File: src/rtl/op_sequencer.sv
// op_sequencer: six-state control sequencer issuing load/select strobes for a two-operand ALU datapath
module op_sequencer #(
  parameter int CNT_W = 4
) (
  input  logic             clk,
  input  logic             rst,
  input  logic             E,
  input  logic             start,
  input  logic [1:0]       op,
  input  logic [1:0]       src1,
  input  logic [1:0]       src2,
  input  logic [1:0]       dst,
  output logic             ready,
  output logic             done,
  output logic [1:0]       T,
  output logic             LD_R1,
  output logic             LD_R2,
  output logic             LD_R3,
  output logic             LD_DR1,
  output logic             LD_DR2,
  output logic             LD_AC,
  output logic             LD_outr,
  output logic [2:0]       sel_A,
  output logic             sel_B,
  output logic [1:0]       alu_op,
  output logic [CNT_W-1:0] op_count
);
  typedef enum logic [2:0] {IDLE, LD1, LD2, EXEC, WB, DONE} state_t;
  state_t state, state_nx;
  logic [1:0] op_q, src1_q, src2_q, dst_q;
  function automatic logic [2:0] enc(input logic [1:0] s);
    return s == 2'd0 ? 3'b100 : {1'b0, s};
  endfunction
  always_ff @(posedge clk or posedge rst) begin
    if (rst) begin
      state    <= IDLE;
      op_q     <= '0;
      src1_q   <= '0;
      src2_q   <= '0;
      dst_q    <= '0;
      op_count <= '0;
    end else if (E) begin
      state <= state_nx;
      if (state == IDLE && start) begin
        op_q   <= op;
        src1_q <= src1;
        src2_q <= src2;
        dst_q  <= dst;
      end
      if (state == DONE) op_count <= op_count + 1'b1;
    end
  end
  always_comb begin
    state_nx = state == IDLE ? (start ? LD1 : IDLE) :
               state == LD1  ? LD2  :
               state == LD2  ? EXEC :
               state == EXEC ? WB   :
               state == WB   ? DONE : IDLE;
    ready    = state == IDLE;
    T        = state == LD2 ? 2'd1 : state == EXEC ? 2'd2 : state == WB ? 2'd3 : 2'd0;
    sel_A    = state == LD1 ? enc(src1_q) : state == LD2 ? enc(src2_q) : state == WB ? 3'b100 : 3'b000;
    alu_op   = op_q;
    LD_DR1   = E && state == LD1;
    LD_DR2   = E && state == LD2;
    LD_AC    = E && state == EXEC;
    sel_B    = E && state == WB;
    LD_outr  = E && state == WB && dst_q == 2'd0;
    LD_R1    = E && state == WB && dst_q == 2'd1;
    LD_R2    = E && state == WB && dst_q == 2'd2;
    LD_R3    = E && state == WB && dst_q == 2'd3;
    done     = E && state == DONE;
  end
endmodule

File: config.mk
export PLATFORM = sky130hd
export DESIGN_NAME = op_sequencer
export DESIGN_NICKNAME = d
export VERILOG_FILES = /design/src/rtl/op_sequencer.sv
export SDC_FILE = /design/constraint.sdc
export NUM_CORES = 1
export LEC_CHECK = 0
export ABC_AREA = 1
export CAP_MARGIN = 20
export CORE_MARGIN = 4
export CORE_UTILIZATION = 30
export DETAILED_ROUTE_END_ITERATION = 10
export GPL_ROUTABILITY_DRIVEN = 0
export HOLD_SLACK_MARGIN = 0.02
export PLACE_DENSITY_LB_ADDON = 0.1
export SKIP_CTS_REPAIR_TIMING = 1
export SLEW_MARGIN = 20
export SYNTH_ARGS = -nofsm -noshare
export SYNTH_HDL_FRONTEND = slang
export SYNTH_SLANG_ARGS = --single-unit
export TNS_END_PERCENT = 10
File: constraint.sdc
create_clock -name clk -period 1.9 [get_ports clk]
set_input_delay 0.57 -clock clk [delete_from_list [all_inputs] [get_ports clk]]
set_output_delay 0.57 -clock clk [all_outputs]
set_load 0.005 [all_outputs]
==> results of run 1 <==
[placed cells by master (no fill, tap or decap), types with 2 or more instances in the layout]
cell / n
clkdlybuf4s50_1: 16
nor2_2: 2
clkbuf_2: 4
clkbuf_4: 3
dlymetal6s2s_1: 5
nor2_4: 3
buf_2: 7
nand2_1: 35
nand4_1: 10
nor2_1: 4
inv_2: 2
buf_4: 32
o21ai_1: 3
inv_1: 13
dfrtp_1: 14
nor3_2: 5
nand2_2: 4
buf_6: 4
nand3_1: 4
[layout make-up]
type                       instances  area (sq um)
fill                             269          1232
timing repair buffer              68         563.0
multi-input combinational         79         455.4
sequential                        15         376.6
inverter                          16         63.81
tap                               31         38.79
clock buffer                       3         22.52
clock inverter                     1         5.005
[final timing paths]
check,startpoint,endpoint,cells past startpoint
min in group asynchronous,rst,src1_q[0],3
hold / removal,alu_op[0],alu_op[0],2
setup / recovery,state[1],sel_A[2],7
setup reg to reg,state[1],src2_q[0],8
hold reg to reg,alu_op[0],alu_op[0],2
max in group asynchronous,rst,state[1],3
[metrics by stage]
step                      std cells  utilization, %  setup TNS (ns)
final                           213           55.31         -0.5310
after global routing            213           55.31          -1.700
after global placement          201           51.09          -5.338
after CTS                       205           52.09          -7.604
after detailed placement        201           51.09          -5.599
after floorplan                 113               -               0
[worst max-delay path, cell delays in order (launching register included)]
cell	delay, ns
dfrtp_2	0.44
buf_6	0.13
nor2_4	0.13
buf_4	0.13
buf_4	0.10
nand2_2	0.06
nand3_2	0.07
clkbuf_2	0.11
[state kept, by name, indices dropped and copies added (netlist names)]
name,flops
op_count,4
state,3
alu_op,2
dst_q,2
src1_q,2
src2_q,2
[per-layer routing]
metal	routed length, microns	vias to the layer above	part of all wire [%]
li1	-	502	-
met5	0	-	0
met2	1372	20	56
met4	0	0	0
met1	957	458	39
met3	111	0	4.5
[power by group]
part	internal [uW]	total [uW]	switching, uW	leakage (uW)
registers	455	578	123	0.000191
logic	743	1370	625	0.000673
clock network	78.2	181	103	0.0000177
total	1280	2130	852	0.000881
[cell families (layout without fill, tap and decap cells)]
logic type      count (synthesis)  after routing
buf+inv                        19             88
fa+ha+maj                       1              1
flops                          15             15
simple gates                   70             70
compound gates                  7              7
xor+xnor                        1              1
==> metrics.txt, run 1 <==
run status=finished with violations; failing checks=negative setup slack; Post-synth EDFFs=0; Max clock buf depth=2; Post-synth top flop=dfrtp_1; Final Setup Violations=8; final instance area=0.001525 sq mm; cell count after synthesis=113; layout cells sized above 1=40.66%; Reg2Reg Setup Slack=0.48 ns; PwrDens=1395 mW/mm^2; CTS tree=done; # DRC=0; height of the die=61.57 microns; Syn Nets=126; first-pass GRT wire length=3898 microns; fmax=494.3 MHz; Yosys cell types=20; initial antenna violation count=0; WP data required=1.33 ns; largest net degree at the start of global routing=16; busiest layer in global routing=met2; Yosys reg bits=15; initial core utilization=31.22%; Lkg Pwr=0.0008813 uW; number of global-route vias before repair=923; most common library cells after synthesis=nand2_1, dfrtp_1, inv_1; Mapped Area=860.8 sq um; peak supply drop=0.8965 mV; root buf cell=clkbuf_4; startpoint types=flip-flop; Die Area=0.003790 sq mm; Post-Synth Adder-Cell Area=1.453%; DRT Wirelength=2441 microns; Port Buffers=32; nature of the critical path endpoint=output pin; post-synthesis xor/xnor area fraction=1.017%; vias=980; mux share of post-synthesis cell area=0%; row cnt=19; Synth Area per Inst=7.618 sq um; critical-path maximum fanout=4; Total Routing Usage GR=13.74%; Final Hold Fails=0; GRT Residual Overflow=0; Post-Place Worst Slack=-0.6255 ns; count leader, synth=nand2_1; Num CTS Buffers=3; core area=0.002758 sq mm; Compound-Gate Fraction of Synth Area=4.797%; Worst Skew=0.007532 ns; worst slew pin tran=0.2108 ns; clock-pin slew on the worst setup and hold paths=0.09 ns; Die Width=61.57 microns; met1 GRT Util=16.48%; Pre-antenna DRT Iters=4; Rel. slew slack=85.95%; Post-synth ARST share=100.0%; H-tree levels=1; simple-gate share of the synthesized area=39.68%; Area growth, synth to finish=77.18%; Final min period=2.023 ns; fin. max-slew vios=0; I/O pins=33; vias per cell=4.601; RSZ-0062 raised after global routing=true; YS warnings=0; Yosys top cell area share=43.60%; clk sinks=15; nets=196; Power, Total=2128 uW; main combinational cell family by area after synthesis=simple AND/OR/NAND/NOR gates; largest cells by area after synthesis=dfrtp_1, nand2_1, nand4_1; Placed Area=0.001409 sq mm; worst-skew pair later-pin latency=0.29 ns; max-cap check violation count=0; hold slack=0.4778 ns; Yosys top cell by area=dfrtp_1; grt met2 use=24.36%; hold crit path type=reg -> reg; Final period util=106.5%; Iter 0 DRT Violations=29; sequential-to-total area share from yosys stat=43.60%; final worst slack=-0.1229 ns; kind of critical path=reg -> out; CP Data Arrival Time=1.45 ns; Detailed Place HPWL=1873 microns; WL per Instance=11.46 microns; ANT cells=0; met3 track utilization from global routing=3.983%; Post-DRT Antenna Nets=0
Note: power is estimated with default switching activity, not from simulation.
==> inputs of run 2 (changes only) <==
--- a/config.mk
+++ b/config.mk
@@ -5,8 +5,9 @@
 export SDC_FILE = /design/constraint.sdc
 export NUM_CORES = 1
 export LEC_CHECK = 0
-export ABC_AREA = 1
+export ABC_AREA = 0
 export CAP_MARGIN = 20
+export CORE_ASPECT_RATIO = 0.7
 export CORE_MARGIN = 4
 export CORE_UTILIZATION = 30
 export DETAILED_ROUTE_END_ITERATION = 10
==> metrics.txt, run 2 <==
most common library cells after synthesis=dfrtp_1, mux2_2, nor2_1; DRT Wirelength=1913 microns (-22%); Compound-Gate Fraction of Synth Area=7.053% (+2.3 points); fill count=222 (-17%); H-tree levels=1 (unchanged); startpoint types=flip-flop; Area growth, synth to finish=71.16%; CP max stage delay=0.47 ns (+0.03 ns); Max clock buf depth=2 (unchanged); share of total power in combinational logic=55.9% (-8.4 points); max reg flops=4 (unchanged); Post-synth EDFFs=0 (unchanged); fin. max-slew vios=0 (unchanged); post-synthesis xor/xnor area fraction=3.292% (+2.3 points); CP Launch Point=state[1]; kind of critical path=reg -> out; Rel. slew slack=86.77% (+0.83 points); I/O pins=33 (unchanged); Flop pwr share=31.1% (+3.9 points); nets=133 (-32%); vias=693 (-29%); RSZ-0062 raised after global routing=true; Mapped Area=798.3 sq um (-7.3%); Die Area=0.003564 sq mm (-6.0%); Port Buffers=32 (unchanged); Iter 0 DRT Violations=19 (-34%); P_sw=651.9 uW (-23%); failing checks=negative setup slack; GRT Residual Overflow=0 (unchanged); utilization after layout=54.74% (-0.57 points); main combinational cell family by area after synthesis=simple AND/OR/NAND/NOR gates; setup tns final=-0.03784 ns (+0.4932 ns); ANT cells=0 (unchanged); Worst Skew=0.0004102 ns (-0.007122 ns); worst slew pin tran=0.1984 ns (-0.01240 ns); mux share of post-synthesis cell area=15.36% (+15 points); final worst slack=-0.03784 ns (+0.08506 ns); peak supply drop=0.6947 mV (-23%); crit-path cells=inv_1 -> nand3_2 -> inv_2 -> buf_4 -> nand2_1 -> nor2_1 -> buf_2; PwrDens=1406 mW/mm^2 (+0.74%); Syn Nets=87 (-31%); number of global-route vias before repair=663 (-28%); largest net degree at the start of global routing=16 (unchanged); cell count after synthesis=74 (-35%); routed wire length on met3=105 microns (-5.4%); Post-Synth Adder-Cell Area=1.567% (+0.11 points); Clock Power Share=13.0% (+4.5 points); DR top layer=met3; Detailed Place HPWL=1409 microns (-25%); count leader, synth=dfrtp_1; Crit. path cell count=7 (unchanged); Pre-antenna DRT Iters=4 (unchanged); Final min period=1.938 ns (-0.08506 ns); root buf cell=clkbuf_8; Final Hold Fails=0 (unchanged); row cnt=15 (-4); fmax=516.0 MHz (+4.4%); critical-path maximum fanout=6 (+2); CTS tree=done; Post-synth top flop=dfrtp_1; sw frac=33.95% (-6.1 points); Yosys reg bits=15 (unchanged); # DRC=0 (unchanged); hold crit path type=reg -> reg; internal power=1268 uW (-0.61%); Post-DRT Antenna Nets=0 (unchanged); CP Data Arrival Time=1.37 ns (-0.08 ns); Lkg Pwr=0.0007625 uW (-13%); clock-pin slew on the worst setup and hold paths=0.06 ns (-0.03 ns); Yosys cell types=29 (+45%); largest cells by area after synthesis=dfrtp_1, mux2_2, nor2_1; first-pass GRT wire length=3001 microns (-23%); Buf+Inv Stages, Crit Path=4 (unchanged); Hold Startpoint=op_count[3]; initial core utilization=31.98% (+0.76 points); Post-synth ARST share=100.0% (unchanged); Total Routing Usage GR=10.72% (-3.0 points); worst hold path stage count=1 (-1); core area=0.002496 sq mm (-9.5%); max-cap check violation count=0 (unchanged); end of the critical path=LD_R1; Synth Area per Inst=10.79 sq um (+42%); clk sinks=15 (unchanged); vias per cell=4.529 (-1.6%); WL per Instance=12.50 microns (+9.1%); Final Setup Violations=1 (-7); Num CTS Buffers=3 (unchanged); Die Width=69.66 microns (+13%); run status=finished with violations; Metal-1 WL=966 microns (+0.94%); Final period util=102.0% (-4.5 points); FF-to-FF End=op_count[1]; slowest CP cell=dfrtp_2; nature of the critical path endpoint=output pin; layout cells sized above 1=39.50% (-1.2 points); simple-gate share of the synthesized area=20.53% (-19 points); Yosys top cell area share=47.02% (+3.4 points); Reg2Reg Setup Slack=0.40 ns (-0.08 ns); most common cell after layout, fill and taps aside=clkdlybuf4s50_1; most frequent cells in the layout=clkdlybuf4s50_1, dfrtp_1, dlymetal6s2s_1; WP data required=1.33 ns (about the same); delay-heaviest family, CP=flip-flops; worst-skew pair later-pin latency=0.24 ns (-0.05 ns); YS warnings=0 (unchanged); sequential-to-total area share from yosys stat=47.02% (+3.4 points); FF-to-FF path depth=4 (-4); Yosys top cell by area=dfrtp_1; initial antenna violation count=0 (unchanged); top flop regs=op_count x4, state x3; Top reg by flops=op_count; origin of the critical flop-to-flop path=state[1]; met2 wire length=841 microns (-39%); height of the die=51.16 microns (-17%)
## run 2: cell types whose count changed after synthesis, moves of 3 or more
| cell | change |
|---|---|
| a21oi_1 | +3 |
| inv_1 | -11 |
| mux2_2 | +10 |
| nand2_1 | -32 |
| nand2_2 | -4 |
| nand3_1 | -3 |
| nand4_1 | -9 |
## run 2: layer usage
layer / vias up / global-route usage [%]
li1: 352 / -
met2: 19 / 16.46
met1: 322 / 14.93
met3: 0 / 4.126
met4: 0 / 0.9554
met5: - / 0
## run 2: logic make-up after synthesis
group / count (synthesis)
flops: 15
compound gates: 9
xor+xnor: 3
buf+inv: 8
fa+ha+maj: 1
simple gates: 27
mux: 11
## run 2: worst min path at each step
| stage | slack (ns) | endpoint |
|---|---|---|
| finish | 0.47 | op_count[3] |
| detailed placement | 0.47 | op_count[3] |
| floorplan | 0.47 | alu_op[0] |
| global route | 0.52 | op_count[3] |
| CTS | 0.48 | op_count[3] |
| global placement | 0.46 | op_count[3] |
## run 2: area by class of cell
class	instances	area [sq um]	area share, %
clock buffers	4	45.04	3.297
inverters	3	11.26	0.8242
multi-input cells	51	444.2	32.51
flip-flops and latches	15	376.6	27.56
well taps	34	42.54	3.114
repair buffers	46	446.7	32.69
## run 2: power groups by stage
stage / Sequential, uW / Combinational (uW) / Clock [uW]
2_1_floorplan: 565 / 470 / 0
3_3_place_gp: 580 / 972 / 0
3_5_place_dp: 582 / 989 / 0
4_1_cts: 578 / 995 / 262
5_1_grt: 620 / 1190 / 284
6_report: 597 / 1070 / 250
## run 2: worst reg2reg max path, cell delays in order, from the launching register on
cell and delay (ns):
dfrtp_2 0.47, buf_6 0.16, and4b_1 0.29, buf_4 0.15, mux2_2 0.32
## run 2: through the flow
step	instance area, sq um	power, uW	worst slack (ns)	instances	hold slack (ns)
6_report	1366	1920	-0.03784	153	0.4709
5_1_grt	1366	2090	-0.1626	153	0.5249
4_1_cts	1274	1835	-0.7625	152	0.4757
3_5_place_dp	1229	1572	-0.7531	148	0.4680
3_3_place_gp	1229	1552	-0.7078	148	0.4594
2_1_floorplan	798.3	1036	0.06042	74	0.4684
==> patch 1: new RTL, settings of run 2 <==
Make the reset (`rst`) synchronous in one clocked block.
--- a/src/rtl/op_sequencer.sv
+++ b/src/rtl/op_sequencer.sv
@@ -32,5 +32,5 @@
     return s == 2'd0 ? 3'b100 : {1'b0, s};
   endfunction
-  always_ff @(posedge clk or posedge rst) begin
+  always_ff @(posedge clk) begin
     if (rst) begin
       state    <= IDLE;
Behaviour: differs if rst is asserted again (counterexample within 4 cycles, from zero or initial values and one cycle with rst high); with rst held inactive, the same outputs for 10 cycles.
==> patch 1 against run 2 <==
- the flow still finishes with violations (setup timing)
- global-route usage increased by 1.3 points
- setup slack worse by 100 ps
- final area grew 1.9%
- sequential cell count did not move
- area after synthesis up 8.3%
- critical path depth is 3 lower
- non-clock buffer count did not move
- wire length rose by 12%
- register-to-register slack better by 180 ps
Power is not compared: it rests on default switching activity, and its combinational part moved more than twofold at a synthesized area within 25%.
==> patch 1: results (changes against run 2) <==
[run_status]
outcome = finished with violations
violations = setup timing

[synth]
synth_seq_area_share_pct = 34.7  ; -12 points
yosysUniqueCellTypes = 30  ; +3.4%
synth.top_cells.by_count = nand2b_1, dfxtp_1, nor2_1, mux2i_1, a21oi_1
synthArstFlopShare_pct = 0  ; -100 points
synth_area_leader_cell = dfxtp_1
synth_nets = 112  ; +29%
synth-edff-count = 0  ; unchanged
yosysWarnings = 0  ; unchanged
synth.area.top_cells = dfxtp_1, nand2b_1, mux2i_1

[drt]
drtIter0Drc = 24  ; +5
wl_per_cell_um = 12.2  ; -2.7%
vias = 839  ; +21%
drt_pre_antenna_iters = 4  ; unchanged

[power_and_ir_drop]
leakagePower_nw = 0.781

[place]
port_buffers = 32  ; unchanged
dp_hpwl_um = 1540  ; +9.2%
placed_area_um2 = 1280  ; +4.6%

[cells_and_area]
reg_top3 = op_count: 4 flops, state: 3 flops
num-fill-cells = 237  ; +6.8%
num_antenna_cells = 0  ; unchanged
drive_gt1_share_pct = 23.9  ; -16 points
nets = 156  ; +17%

[setup_path]
cpPeakStageDelay_ps = 490  ; +20 ps
cp.arrival_ps = 1470  ; +100 ps
critPathLaunch = state[2]$_SDFFE_PP0P_
cpLargestDelayFamily = buffers and inverters
worst-path-max-fanout = 6  ; unchanged
crit_slowest_cell = clkdlybuf4s50_1

[global_routing]
grt.total_usage_pct = 12.0  ; +1.3 points
grt_pass1_wl_um = 3460  ; +15%
antenna_found_initial = 0  ; unchanged
grt_pass1_vias = 804  ; +21%
grt_max_degree = 24  ; +8

[sta]
setup_viol = 1  ; unchanged
worst_slack_ps = -140  ; -102 ps
worst_slew_pin_slew_ps = 257  ; +59.0 ps
finalClockSkew_ps = 2.96  ; +2.55 ps

[clock_network]
path_clk_slew_ps = 60  ; about the same
cts_root_buf = clkbuf_8
cts_made_buffers = 3  ; unchanged
max-clock-path-buffers = 2  ; unchanged
clock_latency_ps = 250
htreeDepth = 1  ; unchanged

[min_path]
min_path_type = register to register
hp-start = alu_op[0]$_SDFFE_PP0P_

[floorplanning]
rows = 15  ; unchanged

-- patch 1: cell types whose count changed in the layout (fill, tap and decap cells not counted), moves of 3 or more --
cell / change
nand2b_1: +17
o21ai_0: +3
nor2_1: +4
mux2i_1: +9
dfxtp_1: +12
mux2_2: -9
dfrtp_1: -14
dfxtp_4: +3
nor3_2: -3
-- patch 1: power by group --
part / total (mW) / internal [mW] / switching (mW)
sequential: 0.337 / 0.324 / 0.0129
clock: 0.258 / 0.145 / 0.113
combinational: 0.128 / 0.0803 / 0.0472
total: 0.723 / 0.550 / 0.173
-- patch 1: worst min-delay path, cell delays in order (launching register included) --
cell and delay (ps):
dfxtp_1 310, nand2b_1 60, mux2i_1 50
-- patch 1: cell type report --
cell class / count / area (um^2) / share of cell area (%)
multi-input cells: 75 / 534 / 38.4
repair buffers: 46 / 450 / 32.3
clock inverters: 1 / 5.00 / 0.359
well taps: 34 / 42.5 / 3.05
clock buffers: 3 / 41.3 / 2.96
flip-flops and latches: 15 / 312 / 22.4
inverters: 2 / 7.51 / 0.539
-- patch 1: logic make-up (layout without fill, tap and decap cells) --
kind of cell,Yosys count,after routing,share of synthesized area [%]
AO/OA/AOI/OAI,14,14,9.55
buffers and inverters,9,52,5.21
flip-flops,15,15,34.7
XOR/XNOR,2,2,2.03
AND/OR/NAND/NOR,48,48,35.3
adder cells (fa/ha/maj),1,1,1.45
multiplexers,10,10,11.7
-- patch 1: per-layer routing --
metal  up-vias  part of all wire, %  GRT usage [%]
li1        430                    -              -
met1       385                   47           13.7
met4         0                  1.4           5.63
met5         -                    0              0
met3         4                  6.4           4.17
met2        20                   45           20.2
-- patch 1: final timing paths --
check                             endpoint  slack [ps]  cells past startpoint
hold / removal      alu_op[0]$_SDFFE_PP0P_         470                      2
hold reg to reg     alu_op[0]$_SDFFE_PP0P_         470                      2
setup / recovery                    LD_DR2        -140                      4
setup reg to reg  op_count[3]$_SDFFE_PP0P_         580                      5
-- patch 1: per-stage QoR --
| stage | setup WS (ps) | TNS, ps | util [%] | instances | power (mW) |
|---|---|---|---|---|---|
| after floorplan | 124 | 0 | - | 99 | 0.402 |
| after global placement | -711 | -5820 | 49.3 | 169 | 0.470 |
| after detailed placement | -718 | -6010 | 49.3 | 169 | 0.472 |
| after CTS | -724 | -7370 | 51.0 | 173 | 0.737 |
| after global routing | -238 | -440 | 53.4 | 176 | 0.771 |
| final | -140 | -140 | 53.4 | 176 | 0.723 |
==> patch 2: new RTL, config.mk and constraints of run 2 <==
Without the edit above. The parameter `CNT_W` goes from 4 to 6.
--- a/src/rtl/op_sequencer.sv
+++ b/src/rtl/op_sequencer.sv
@@ -1,5 +1,5 @@
 // op_sequencer: six-state control sequencer issuing load/select strobes for a two-operand ALU datapath
 module op_sequencer #(
-  parameter int CNT_W = 4
+  parameter int CNT_W = 6
 ) (
   input  logic             clk,
Interface: changed (resized op_count); port bits go from 33 to 35. No check against the original RTL was run, so the function may have changed too.
==> patch 2 against run 2 <==
- total power is 1.2% higher
- area after synthesis is 9.9% higher
- critical path depth is 3 lower
- the run still ends with setup timing left
- setup slack worse by 200 ps
- maximum frequency is 9.2% lower
- wire length is 13% higher
- highest routed layer is now met4
- final area is 3.4% higher
- die area is 8.5% higher
- critical path type unchanged
- sequential cell count is 2 higher
==> patch 2: results (changes against run 2) <==
[floorplanning]
rows = 16  ; +1

[synth]
synth_fa_ha_area_share_pct = 1.43  ; -0.14 points
yosysUniqueCellTypes = 30  ; +3.4%
synth_compound_area_share_pct = 8.42  ; +1.4 points
synth_nets = 93  ; +6.9%
synth.area.mux_share_pct = 12.7  ; -2.7 points
synth_xor_area_share_pct = 4.99  ; +1.7 points
synth_seq_area_share_pct = 48.5  ; +1.5 points
syn_avg_cell_area_um2 = 11.0  ; +1.6%
synth.top_cells.by_count = dfrtp_1, mux2_2, nor2_1, nand2_1, xnor2_1

[drt]
vias = 778  ; +12%
wl_met2_um = 1030  ; +22%
wl_per_cell_um = 13.2  ; +5.9%
topRoutingLayerUsed = met4
drtIter0Drc = 40  ; +21
m1WireLength_um = 949  ; -1.8%

[sta]
worst_slew_pin_slew_ps = 213  ; +15.0 ps
worst_slack_ps = -235  ; -197 ps
setup_viol = 5  ; +4
tns_ps = -290  ; -252 ps

[place]
dp_slack_ps = -881  ; -127 ps
dp_hpwl_um = 1630  ; +15%
placed_area_um2 = 1330  ; +8.2%

[cells_and_area]
reg_top3 = op_count: 6 flops, state: 3 flops
seq_area_um2 = 428  ; +14%
fin_cells = 163  ; +6.5%
nets = 141  ; +6.0%

[power_and_ir_drop]
power.switching_mw = 0.668  ; +2.4%
power.density_nw_per_um2 = 1380  ; -2.1%
pwr-share-comb_pct = 51.9  ; -4.0 points
leakagePower_nw = 0.740  ; -3.0%
ir_worst_vdd_uv = 688  ; -0.98%
pg_clk_mw = 0.260  ; +4%

[setup_path]
cpLargestDelayFamily = buffers and inverters
crit_slowest_cell = clkdlybuf4s50_1
cp.arrival_ps = 1570  ; +200 ps

[global_routing]
grt_pass1_vias = 785  ; +18%

[run_status]
outcome = finished with violations
violations = setup timing

[patch 2: cell count changes after synthesis, sizes merged, moves of 2 or more]
cell,delta
nand3,-2
dfrtp,+2
nand2,+2
xnor2,+2
[patch 2: layout make-up]
class                   count  area share (%)
repair buffers             47            30.1
flip-flops and latches     17            30.3
clock buffers               4            3.19
multi-input cells          57            32.7
well taps                  36            3.19
inverters                   2           0.531
[patch 2: cells by family (layout without fill, tap and decap cells)]
kind of cell / after synthesis / in the layout
AND/OR/NAND/NOR: 30 / 30
flip-flops: 17 / 17
AO/OA/AOI/OAI: 11 / 11
multiplexers: 10 / 10
buffers and inverters: 6 / 53
XOR/XNOR: 5 / 5
adder cells (fa/ha/maj): 1 / 1
[patch 2: worst reg2reg max path, delay by kind of cell (launching register included)]
| family | cells | cell delay, ps |
|---|---|---|
| AND/OR/NAND/NOR | 1 | 280 |
| buffers and inverters | 2 | 310 |
| multiplexers | 1 | 330 |
| flip-flops | 1 | 460 |
[patch 2: worst paths after layout]
check	from	to	slack, ps	cells past startpoint
min in group asynchronous	rst	state[2]$_DFFE_PP0P_	640	3
min	op_count[5]$_DFFE_PP0P_	op_count[5]$_DFFE_PP0P_	470	1
min reg2reg	op_count[5]$_DFFE_PP0P_	op_count[5]$_DFFE_PP0P_	470	1
max in group asynchronous	rst	state[0]$_DFFE_PP0P_	1070	3
max reg2reg	state[1]$_DFFE_PP0P_	op_count[1]$_DFFE_PP0P_	400	4
max	state[0]$_DFFE_PP0P_	LD_AC	-240	4
[patch 2: routing by layer]
layer	track usage, %	vias to the layer above
li1	-	376
met1	14.9	379
met2	19.3	19
met3	5.12	4
met4	3.07	0
met5	0	-
